**src/rtl/mem_stage_ctrl_if.sv**
```systemverilog
// EX/MEM sequencing bundle: MEM-stage control inputs toward the controller,
// stage enables / bubble controls / status back to the pipeline.
interface mem_stage_ctrl_if;
    logic branchTakeMem;
    logic JumpMem;
    logic MemReadMem;
    logic MemWriteMem;
    logic memDone;
    logic HaltMem;
    logic loadUseHaz;

    logic pcWriteEn;
    logic ifidWriteEn;
    logic idexWriteEn;
    logic exmemWriteEn;
    logic flushIfId;
    logic controlZeroIdEx;
    logic controlZeroExMem;
    logic redirect;
    logic halted;
    logic memErr;

    modport master (
        output branchTakeMem, JumpMem, MemReadMem, MemWriteMem, memDone, HaltMem, loadUseHaz,
        input  pcWriteEn, ifidWriteEn, idexWriteEn, exmemWriteEn,
        input  flushIfId, controlZeroIdEx, controlZeroExMem, redirect, halted, memErr
    );

    modport slave (
        input  branchTakeMem, JumpMem, MemReadMem, MemWriteMem, memDone, HaltMem, loadUseHaz,
        output pcWriteEn, ifidWriteEn, idexWriteEn, exmemWriteEn,
        output flushIfId, controlZeroIdEx, controlZeroExMem, redirect, halted, memErr
    );
endinterface

```
**src/rtl/mem_stage_ctrl.sv**
```systemverilog
// EX/MEM pipeline sequencing controller: stalls, squashes, multi-cycle memory
// waits with timeout, sticky halt/error. Optional stall counter: MEM_STALL_CNT_EN.
module mem_stage_ctrl #(
    parameter int MEM_TIMEOUT = 16
) (
    input  logic clk,
    input  logic rst,
    mem_stage_ctrl_if.slave bus
`ifdef MEM_STALL_CNT_EN
    ,
    output logic [15:0] stallCnt
`endif
);
    localparam logic [7:0] WAIT_LAST = 8'(MEM_TIMEOUT - 1);

    typedef enum logic [1:0] {RUN, MEM_WAIT, HALT, ERR} stateType;

    stateType   state, nextState;
    logic [7:0] waitCnt, waitCntNext;
    logic       evalHazards;
    logic       haltedReg, memErrReg;

    // State, wait counter and sticky status flags
    always_ff @(posedge clk or posedge rst) begin
        if (rst) begin
            state     <= RUN;
            waitCnt   <= 8'd0;
            haltedReg <= 1'b0;
            memErrReg <= 1'b0;
        end else begin
            state     <= nextState;
            waitCnt   <= waitCntNext;
            haltedReg <= haltedReg | (nextState == HALT) | (nextState == ERR);
            memErrReg <= memErrReg | (nextState == ERR);
        end
    end

    assign bus.halted = haltedReg;
    assign bus.memErr = memErrReg;

    // Next state and same-cycle pipeline controls; outputs held at defaults while in reset
    always_comb begin
        nextState            = state;
        waitCntNext          = waitCnt;
        evalHazards          = 1'b0;
        bus.pcWriteEn        = 1'b1;
        bus.ifidWriteEn      = 1'b1;
        bus.idexWriteEn      = 1'b1;
        bus.exmemWriteEn     = 1'b1;
        bus.flushIfId        = 1'b0;
        bus.controlZeroIdEx  = 1'b0;
        bus.controlZeroExMem = 1'b0;
        bus.redirect         = 1'b0;

        if (!rst) begin
            case (state)
                RUN: begin
                    if ((bus.MemReadMem | bus.MemWriteMem) & ~bus.memDone) begin
                        bus.pcWriteEn    = 1'b0;
                        bus.ifidWriteEn  = 1'b0;
                        bus.idexWriteEn  = 1'b0;
                        bus.exmemWriteEn = 1'b0;
                        nextState        = MEM_WAIT;
                        waitCntNext      = 8'd1;
                    end else begin
                        evalHazards = 1'b1;
                    end
                end
                MEM_WAIT: begin
                    if (!bus.memDone) begin
                        bus.pcWriteEn    = 1'b0;
                        bus.ifidWriteEn  = 1'b0;
                        bus.idexWriteEn  = 1'b0;
                        bus.exmemWriteEn = 1'b0;
                        waitCntNext      = waitCnt + 8'd1;
                        if (waitCnt == WAIT_LAST) begin
                            nextState = ERR;
                        end
                    end else begin
                        evalHazards = 1'b1;
                        nextState   = RUN;
                        waitCntNext = 8'd0;
                    end
                end
                HALT, ERR: begin
                    bus.pcWriteEn    = 1'b0;
                    bus.ifidWriteEn  = 1'b0;
                    bus.idexWriteEn  = 1'b0;
                    bus.exmemWriteEn = 1'b0;
                end
                default: nextState = RUN;
            endcase

            // Halt lets itself drain to WB while squashing everything younger
            if (evalHazards) begin
                if (bus.HaltMem) begin
                    bus.pcWriteEn        = 1'b0;
                    bus.flushIfId        = 1'b1;
                    bus.controlZeroIdEx  = 1'b1;
                    bus.controlZeroExMem = 1'b1;
                    nextState            = HALT;
                end else if (bus.branchTakeMem | bus.JumpMem) begin
                    bus.redirect         = 1'b1;
                    bus.flushIfId        = 1'b1;
                    bus.controlZeroIdEx  = 1'b1;
                    bus.controlZeroExMem = 1'b1;
                end else if (bus.loadUseHaz) begin
                    bus.pcWriteEn       = 1'b0;
                    bus.ifidWriteEn     = 1'b0;
                    bus.controlZeroIdEx = 1'b1;
                end
            end
        end
    end

`ifdef MEM_STALL_CNT_EN
    // Counts front-end stall cycles while the pipeline is live, saturating
    always_ff @(posedge clk or posedge rst) begin
        if (rst) begin
            stallCnt <= 16'd0;
        end else if (((state == RUN) || (state == MEM_WAIT)) && !bus.pcWriteEn
                     && (stallCnt != 16'hFFFF)) begin
            stallCnt <= stallCnt + 16'd1;
        end
    end
`endif

endmodule

```
**src/flat_wrapper.sv**
```systemverilog
// flat-port wrapper written by rule: the top's interface ports become plain ports
module mem_stage_ctrl_flat 
#(
    parameter int MEM_TIMEOUT = 16
)
  (clk, rst, bus_branchTakeMem, bus_JumpMem, bus_MemReadMem, bus_MemWriteMem, bus_memDone, bus_HaltMem, bus_loadUseHaz, bus_pcWriteEn, bus_ifidWriteEn, bus_idexWriteEn, bus_exmemWriteEn, bus_flushIfId, bus_controlZeroIdEx, bus_controlZeroExMem, bus_redirect, bus_halted, bus_memErr);
  mem_stage_ctrl_if bus_i ();
  input  logic clk;
  input  logic rst;
  input wire logic [$bits(bus_i.branchTakeMem)-1:0] bus_branchTakeMem;
  input wire logic [$bits(bus_i.JumpMem)-1:0] bus_JumpMem;
  input wire logic [$bits(bus_i.MemReadMem)-1:0] bus_MemReadMem;
  input wire logic [$bits(bus_i.MemWriteMem)-1:0] bus_MemWriteMem;
  input wire logic [$bits(bus_i.memDone)-1:0] bus_memDone;
  input wire logic [$bits(bus_i.HaltMem)-1:0] bus_HaltMem;
  input wire logic [$bits(bus_i.loadUseHaz)-1:0] bus_loadUseHaz;
  output wire logic [$bits(bus_i.pcWriteEn)-1:0] bus_pcWriteEn;
  output wire logic [$bits(bus_i.ifidWriteEn)-1:0] bus_ifidWriteEn;
  output wire logic [$bits(bus_i.idexWriteEn)-1:0] bus_idexWriteEn;
  output wire logic [$bits(bus_i.exmemWriteEn)-1:0] bus_exmemWriteEn;
  output wire logic [$bits(bus_i.flushIfId)-1:0] bus_flushIfId;
  output wire logic [$bits(bus_i.controlZeroIdEx)-1:0] bus_controlZeroIdEx;
  output wire logic [$bits(bus_i.controlZeroExMem)-1:0] bus_controlZeroExMem;
  output wire logic [$bits(bus_i.redirect)-1:0] bus_redirect;
  output wire logic [$bits(bus_i.halted)-1:0] bus_halted;
  output wire logic [$bits(bus_i.memErr)-1:0] bus_memErr;
  assign bus_i.branchTakeMem = bus_branchTakeMem;
  assign bus_i.JumpMem = bus_JumpMem;
  assign bus_i.MemReadMem = bus_MemReadMem;
  assign bus_i.MemWriteMem = bus_MemWriteMem;
  assign bus_i.memDone = bus_memDone;
  assign bus_i.HaltMem = bus_HaltMem;
  assign bus_i.loadUseHaz = bus_loadUseHaz;
  assign bus_pcWriteEn = bus_i.pcWriteEn;
  assign bus_ifidWriteEn = bus_i.ifidWriteEn;
  assign bus_idexWriteEn = bus_i.idexWriteEn;
  assign bus_exmemWriteEn = bus_i.exmemWriteEn;
  assign bus_flushIfId = bus_i.flushIfId;
  assign bus_controlZeroIdEx = bus_i.controlZeroIdEx;
  assign bus_controlZeroExMem = bus_i.controlZeroExMem;
  assign bus_redirect = bus_i.redirect;
  assign bus_halted = bus_i.halted;
  assign bus_memErr = bus_i.memErr;
  mem_stage_ctrl #(.MEM_TIMEOUT(MEM_TIMEOUT)) u_core (.clk(clk), .rst(rst), .bus(bus_i));
endmodule
```
**config.mk**
```make
export PLATFORM = sky130hd
export DESIGN_NAME = mem_stage_ctrl_flat
export DESIGN_NICKNAME = d
export VERILOG_FILES = /design/src/rtl/mem_stage_ctrl_if.sv /design/src/rtl/mem_stage_ctrl.sv /design/src/flat_wrapper.sv
export SDC_FILE = /design/constraint.sdc
export NUM_CORES = 1
export LEC_CHECK = 0
export CORE_UTILIZATION = 42
export DETAILED_ROUTE_END_ITERATION = 7
export GPL_ROUTABILITY_DRIVEN = 1
export PLACE_DENSITY = 0.74
export SLEW_MARGIN = 20
export SYNTH_ARGS = -nofsm -noshare
export SYNTH_HDL_FRONTEND = slang
export SYNTH_SLANG_ARGS = --single-unit
export TNS_END_PERCENT = 5
```
**constraint.sdc**
```tcl
create_clock -name clk -period 1.5 [get_ports clk]
set_input_delay 0.15 -clock clk [delete_from_list [all_inputs] [get_ports clk]]
set_output_delay 0.15 -clock clk [all_outputs]
set_load 0.005 [all_outputs]
```
==> impl_metrics.prom <==
# TYPE chip_impl_metric gauge
chip_impl_metric{name="wire_length_of_the_first_global_routing_pass",unit="mm"} 3.084
chip_impl_metric{name="dp.final_hpwl",unit="mm"} 1.305
chip_impl_metric{name="synth.cell_area",unit="µm²"} 713.2
chip_impl_metric{name="final_net_count",unit=""} 129
chip_impl_metric{name="ioPinCount",unit=""} 19
chip_impl_metric{name="syn_to_final_growth",unit="%"} 52.28
chip_impl_metric{name="cts_max_path_buffers",unit=""} 2
chip_impl_metric{name="maxCapViolations",unit=""} 0
chip_impl_metric{name="dieHeight",unit="µm"} 43.21
chip_impl_metric{name="final_core_util",unit=""} 0.7045
chip_impl_metric{name="fin_tns_setup",unit="ns"} -0.3159
chip_impl_metric{name="core_area",unit="µm²"} 1541
chip_impl_metric{name="post_cts_hold_buffer_count",unit=""} 0
chip_impl_metric{name="number_of_search_and_repair_iterations_in_the_first_detailed_routing_pass",unit=""} 4
chip_impl_info{name="mostFrequentLayoutCell",value="sky130_fd_sc_hd__buf_4"} 1
chip_impl_info{name="crit_type",value="flip-flop to flip-flop"} 1
chip_impl_metric{name="number_of_global_route_vias_before_repair",unit=""} 728
chip_impl_metric{name="post-route-cell-area",unit="µm²"} 1086
chip_impl_metric{name="simple_gate_fraction_of_synth_area",unit=""} 0.2105
chip_impl_metric{name="placed_area",unit="µm²"} 993.5
chip_impl_metric{name="finalSetupViolCount",unit=""} 9
chip_impl_metric{name="maxClockFrequency",unit="GHz"} 0.6364
chip_impl_metric{name="power.ir.vdd_worst",unit="mV"} 0.5440
chip_impl_metric{name="synth.distinct_cells",unit=""} 28
chip_impl_metric{name="grtUsageTotal",unit=""} 0.2233
chip_impl_info{name="synth.largest_area_cell",value="sky130_fd_sc_hd__dfrtp_1"} 1
chip_impl_info{name="violations",value="setup timing"} 1
chip_impl_metric{name="synth-xor-area-share",unit=""} 0
chip_impl_info{name="cp-start-kind",value="flip-flop"} 1
chip_impl_info{name="top_library_cells_by_usage_in_the_layout_fill_and_taps_aside",value="sky130_fd_sc_hd__buf_4, sky130_fd_sc_hd__dfrtp_1, sky130_fd_sc_hd__clkdlybuf4s50_1, sky130_fd_sc_hd__o21ai_1, sky130_fd_sc_hd__nand2_1"} 1
chip_impl_metric{name="synth_warnings",unit=""} 0
chip_impl_metric{name="design_power_total",unit="µW"} 692.0
chip_impl_info{name="netlist_top_cells_area",value="sky130_fd_sc_hd__dfrtp_1, sky130_fd_sc_hd__o21ai_1, sky130_fd_sc_hd__nor2_1, sky130_fd_sc_hd__o41ai_2, sky130_fd_sc_hd__inv_1"} 1
chip_impl_metric{name="worst_skew_pair.late_latency",unit="ns"} 0.28
chip_impl_metric{name="synth_area_per_cell",unit="µm²"} 8.697
chip_impl_metric{name="diodes_inserted",unit=""} 0
chip_impl_metric{name="antenna_found_initial",unit=""} 0
chip_impl_metric{name="drt-initial-drc-count",unit=""} 20
chip_impl_metric{name="synth.net_count",unit=""} 92
chip_impl_metric{name="drt-wirelength-per-cell",unit="µm"} 15.03
chip_impl_metric{name="fp-row-count",unit=""} 14
chip_impl_metric{name="critical_path_peak_fanout",unit=""} 5
chip_impl_metric{name="numClockSinks",unit=""} 12
chip_impl_metric{name="routed_wl",unit="mm"} 2.014
chip_impl_metric{name="post_route_cells_drive_above_1_share",unit=""} 0.3644
chip_impl_metric{name="p_leak",unit="nW"} 0.5113
chip_impl_metric{name="critPathArrivalTime",unit="ns"} 1.74
chip_impl_info{name="setup_repair_after_global_routing_missed_its_margin",value="yes"} 1
chip_impl_info{name="timing.hold.worst.class",value="input port to asynchronous set/reset pin"} 1
chip_impl_metric{name="finalWorstSetupSlack",unit="ns"} -0.07145
chip_impl_metric{name="h-tree-depth",unit=""} 1
chip_impl_metric{name="tritoncts.num_buffers",unit=""} 3
chip_impl_metric{name="ys_seq_elements",unit=""} 12
chip_impl_metric{name="vias",unit=""} 770
chip_impl_metric{name="worstPathRequired",unit="ns"} 1.67
chip_impl_info{name="critical_path.endpoint_type",value="flip-flop"} 1
chip_impl_metric{name="synth_compound_gate_area_share",unit=""} 0.2789
chip_impl_metric{name="gp_congestion",unit=""} 0.8037
chip_impl_metric{name="worst_pin_slew",unit="ns"} 0.3441
chip_impl_metric{name="final_max_slew_viol_count",unit=""} 0
chip_impl_metric{name="grt_max_degree",unit=""} 13
chip_impl_metric{name="synth_mux_area_frac",unit=""} 0
chip_impl_metric{name="hold_viol_final",unit=""} 0
chip_impl_metric{name="p_per_area",unit="nW/µm²"} 637.1
chip_impl_metric{name="synth_sequential_area_ratio",unit=""} 0.4211
chip_impl_metric{name="maxSlewHeadroom",unit=""} 0.7647
chip_impl_metric{name="port-buffer-count",unit=""} 18
chip_impl_metric{name="detail_route.vias_per_cell",unit=""} 5.746
chip_impl_metric{name="post-synth-top-area-fraction",unit=""} 0.4211
chip_impl_metric{name="final_antenna_net_count",unit=""} 0
chip_impl_metric{name="initial_core_util",unit=""} 0.4627
chip_impl_metric{name="die_x",unit="µm"} 43.21
chip_impl_metric{name="clk_pin_slew_worst_paths",unit="ns"} 0.09
chip_impl_metric{name="filler_cell_count",unit=""} 118
chip_impl_info{name="tritoncts",value="yes"} 1
chip_impl_metric{name="detail_route.drc_violations",unit=""} 0
chip_impl_metric{name="hold_ws",unit="ns"} 0.4281
chip_impl_metric{name="die_outline_area",unit="µm²"} 1867
chip_impl_metric{name="grt_remaining_overflow",unit=""} 0
chip_impl_metric{name="synthCells",unit=""} 82
chip_impl_metric{name="finClkSkew",unit="ns"} 0.01148
chip_impl_info{name="clk_root_buffer_cell",value="sky130_fd_sc_hd__clkbuf_4"} 1
chip_impl_metric{name="synth_fa_ha_area_frac",unit=""} 0.01754
chip_impl_metric{name="finalCriticalPeriod",unit="ns"} 1.571
chip_impl_metric{name="timing.final.crit_share",unit=""} 1.048
chip_impl_info{name="combinational_family_with_the_most_area_after_synthesis",value="compound AO/OA/AOI/OAI gates"} 1
chip_impl_info{name="run_status",value="finished with violations"} 1
[cells in the mapped netlist]
library cell and count:
sky130_fd_sc_hd__a22oi_1 1, sky130_fd_sc_hd__a2111oi_0 1, sky130_fd_sc_hd__o21ai_0 3, sky130_fd_sc_hd__buf_2 2, sky130_fd_sc_hd__nor3_1 3, sky130_fd_sc_hd__dfrtp_1 12
sky130_fd_sc_hd__a21oi_1 4, sky130_fd_sc_hd__o311ai_1 1, sky130_fd_sc_hd__o21ai_1 10, sky130_fd_sc_hd__nand2_1 7, sky130_fd_sc_hd__ha_1 1, sky130_fd_sc_hd__nand4_1 2
sky130_fd_sc_hd__a21o_1 3, sky130_fd_sc_hd__or3b_1 1, sky130_fd_sc_hd__and4_1 1, sky130_fd_sc_hd__buf_4 2, sky130_fd_sc_hd__o31ai_1 1, sky130_fd_sc_hd__nor2_1 9
sky130_fd_sc_hd__inv_1 7, sky130_fd_sc_hd__nand3_1 1, sky130_fd_sc_hd__a2111o_1 1, sky130_fd_sc_hd__a41oi_1 1, sky130_fd_sc_hd__a31oi_1 1, sky130_fd_sc_hd__nor4_1 1
sky130_fd_sc_hd__or2_1 1, sky130_fd_sc_hd__and3_1 2, sky130_fd_sc_hd__o41ai_2 2, sky130_fd_sc_hd__nor4b_2 1
[final timing paths]
kind	slack, ns	endpoint	depth (start not counted)	start
worst min register to register	0.48	u_core.bus.memErr	1	u_core.bus.memErr
max in group asynchronous	0.90	u_core.waitCnt[1]	4	rst
worst max-delay path	-0.07	u_core.waitCnt[7]	6	u_core.state[0]
worst min-delay path	0.43	u_core.waitCnt[3]	4	rst
worst max register to register	-0.07	u_core.waitCnt[7]	6	u_core.state[0]
min in group clk	0.48	u_core.bus.memErr	1	u_core.bus.memErr
[logic make-up after synthesis]
family,Yosys count
and+or+nand+nor,29
adders and majority gates,1
DFF,12
AOI/OAI and AO/OA,29
buffers and inverters,11
[through the flow]
step,setup WS (ns),cells
after detailed placement,-0.4120,126
after global routing,-0.1343,134
after global placement,-0.4104,126
after CTS,-0.1818,133
final,-0.07145,134
after floorplan,0.1144,82
[report_power, final]
part / total [mW] / switching, mW / internal, mW
Sequential: 0.328 / 0.00240 / 0.326
Combinational: 0.101 / 0.0481 / 0.0525
Clock: 0.263 / 0.115 / 0.148
[critical path, cell delays in order (launching register included)]
cell and delay [ns]:
sky130_fd_sc_hd__dfrtp_1 0.40, sky130_fd_sc_hd__buf_4 0.14, sky130_fd_sc_hd__buf_6 0.09, sky130_fd_sc_hd__inv_2 0.04, sky130_fd_sc_hd__a2111o_2 0.52, sky130_fd_sc_hd__o21ai_1 0.19, sky130_fd_sc_hd__o41ai_2 0.09
[state kept, by name (all words and copies together), names as in the netlist]
register and flops:
u_core.bus.memErr 1, u_core.state 2, u_core.waitCnt 8, u_core.bus.halted 1
[what timing repair did]
item | 4_1_cts | 5_1_grt
cloned | 0 | 1
resized for setup | 27 | 15
buffers inserted | 3 | 0
pin swaps | 10 | 6
endpoints found under the setup margin | 11 | 18
[layout make-up]
class                   instances  area [µm²]  share of cell area
flip-flops and latches         12       300.3              0.2765
multi-input cells              60       424.2              0.3906
well taps                      16       20.02             0.01843
clock buffers                   4       36.28             0.03341
inverters                       7       26.28             0.02419
repair buffers                 35       279.0              0.2569
[metal layers]
metal	part of all wire	vias up	GRT usage
li1	-	380	-
met1	0.46	365	0.2880
met2	0.49	19	0.3493
met3	0.032	6	0.04681
met4	0.022	0	0.1152
met5	0	-	0
Power figures use the tool's default switching activity.
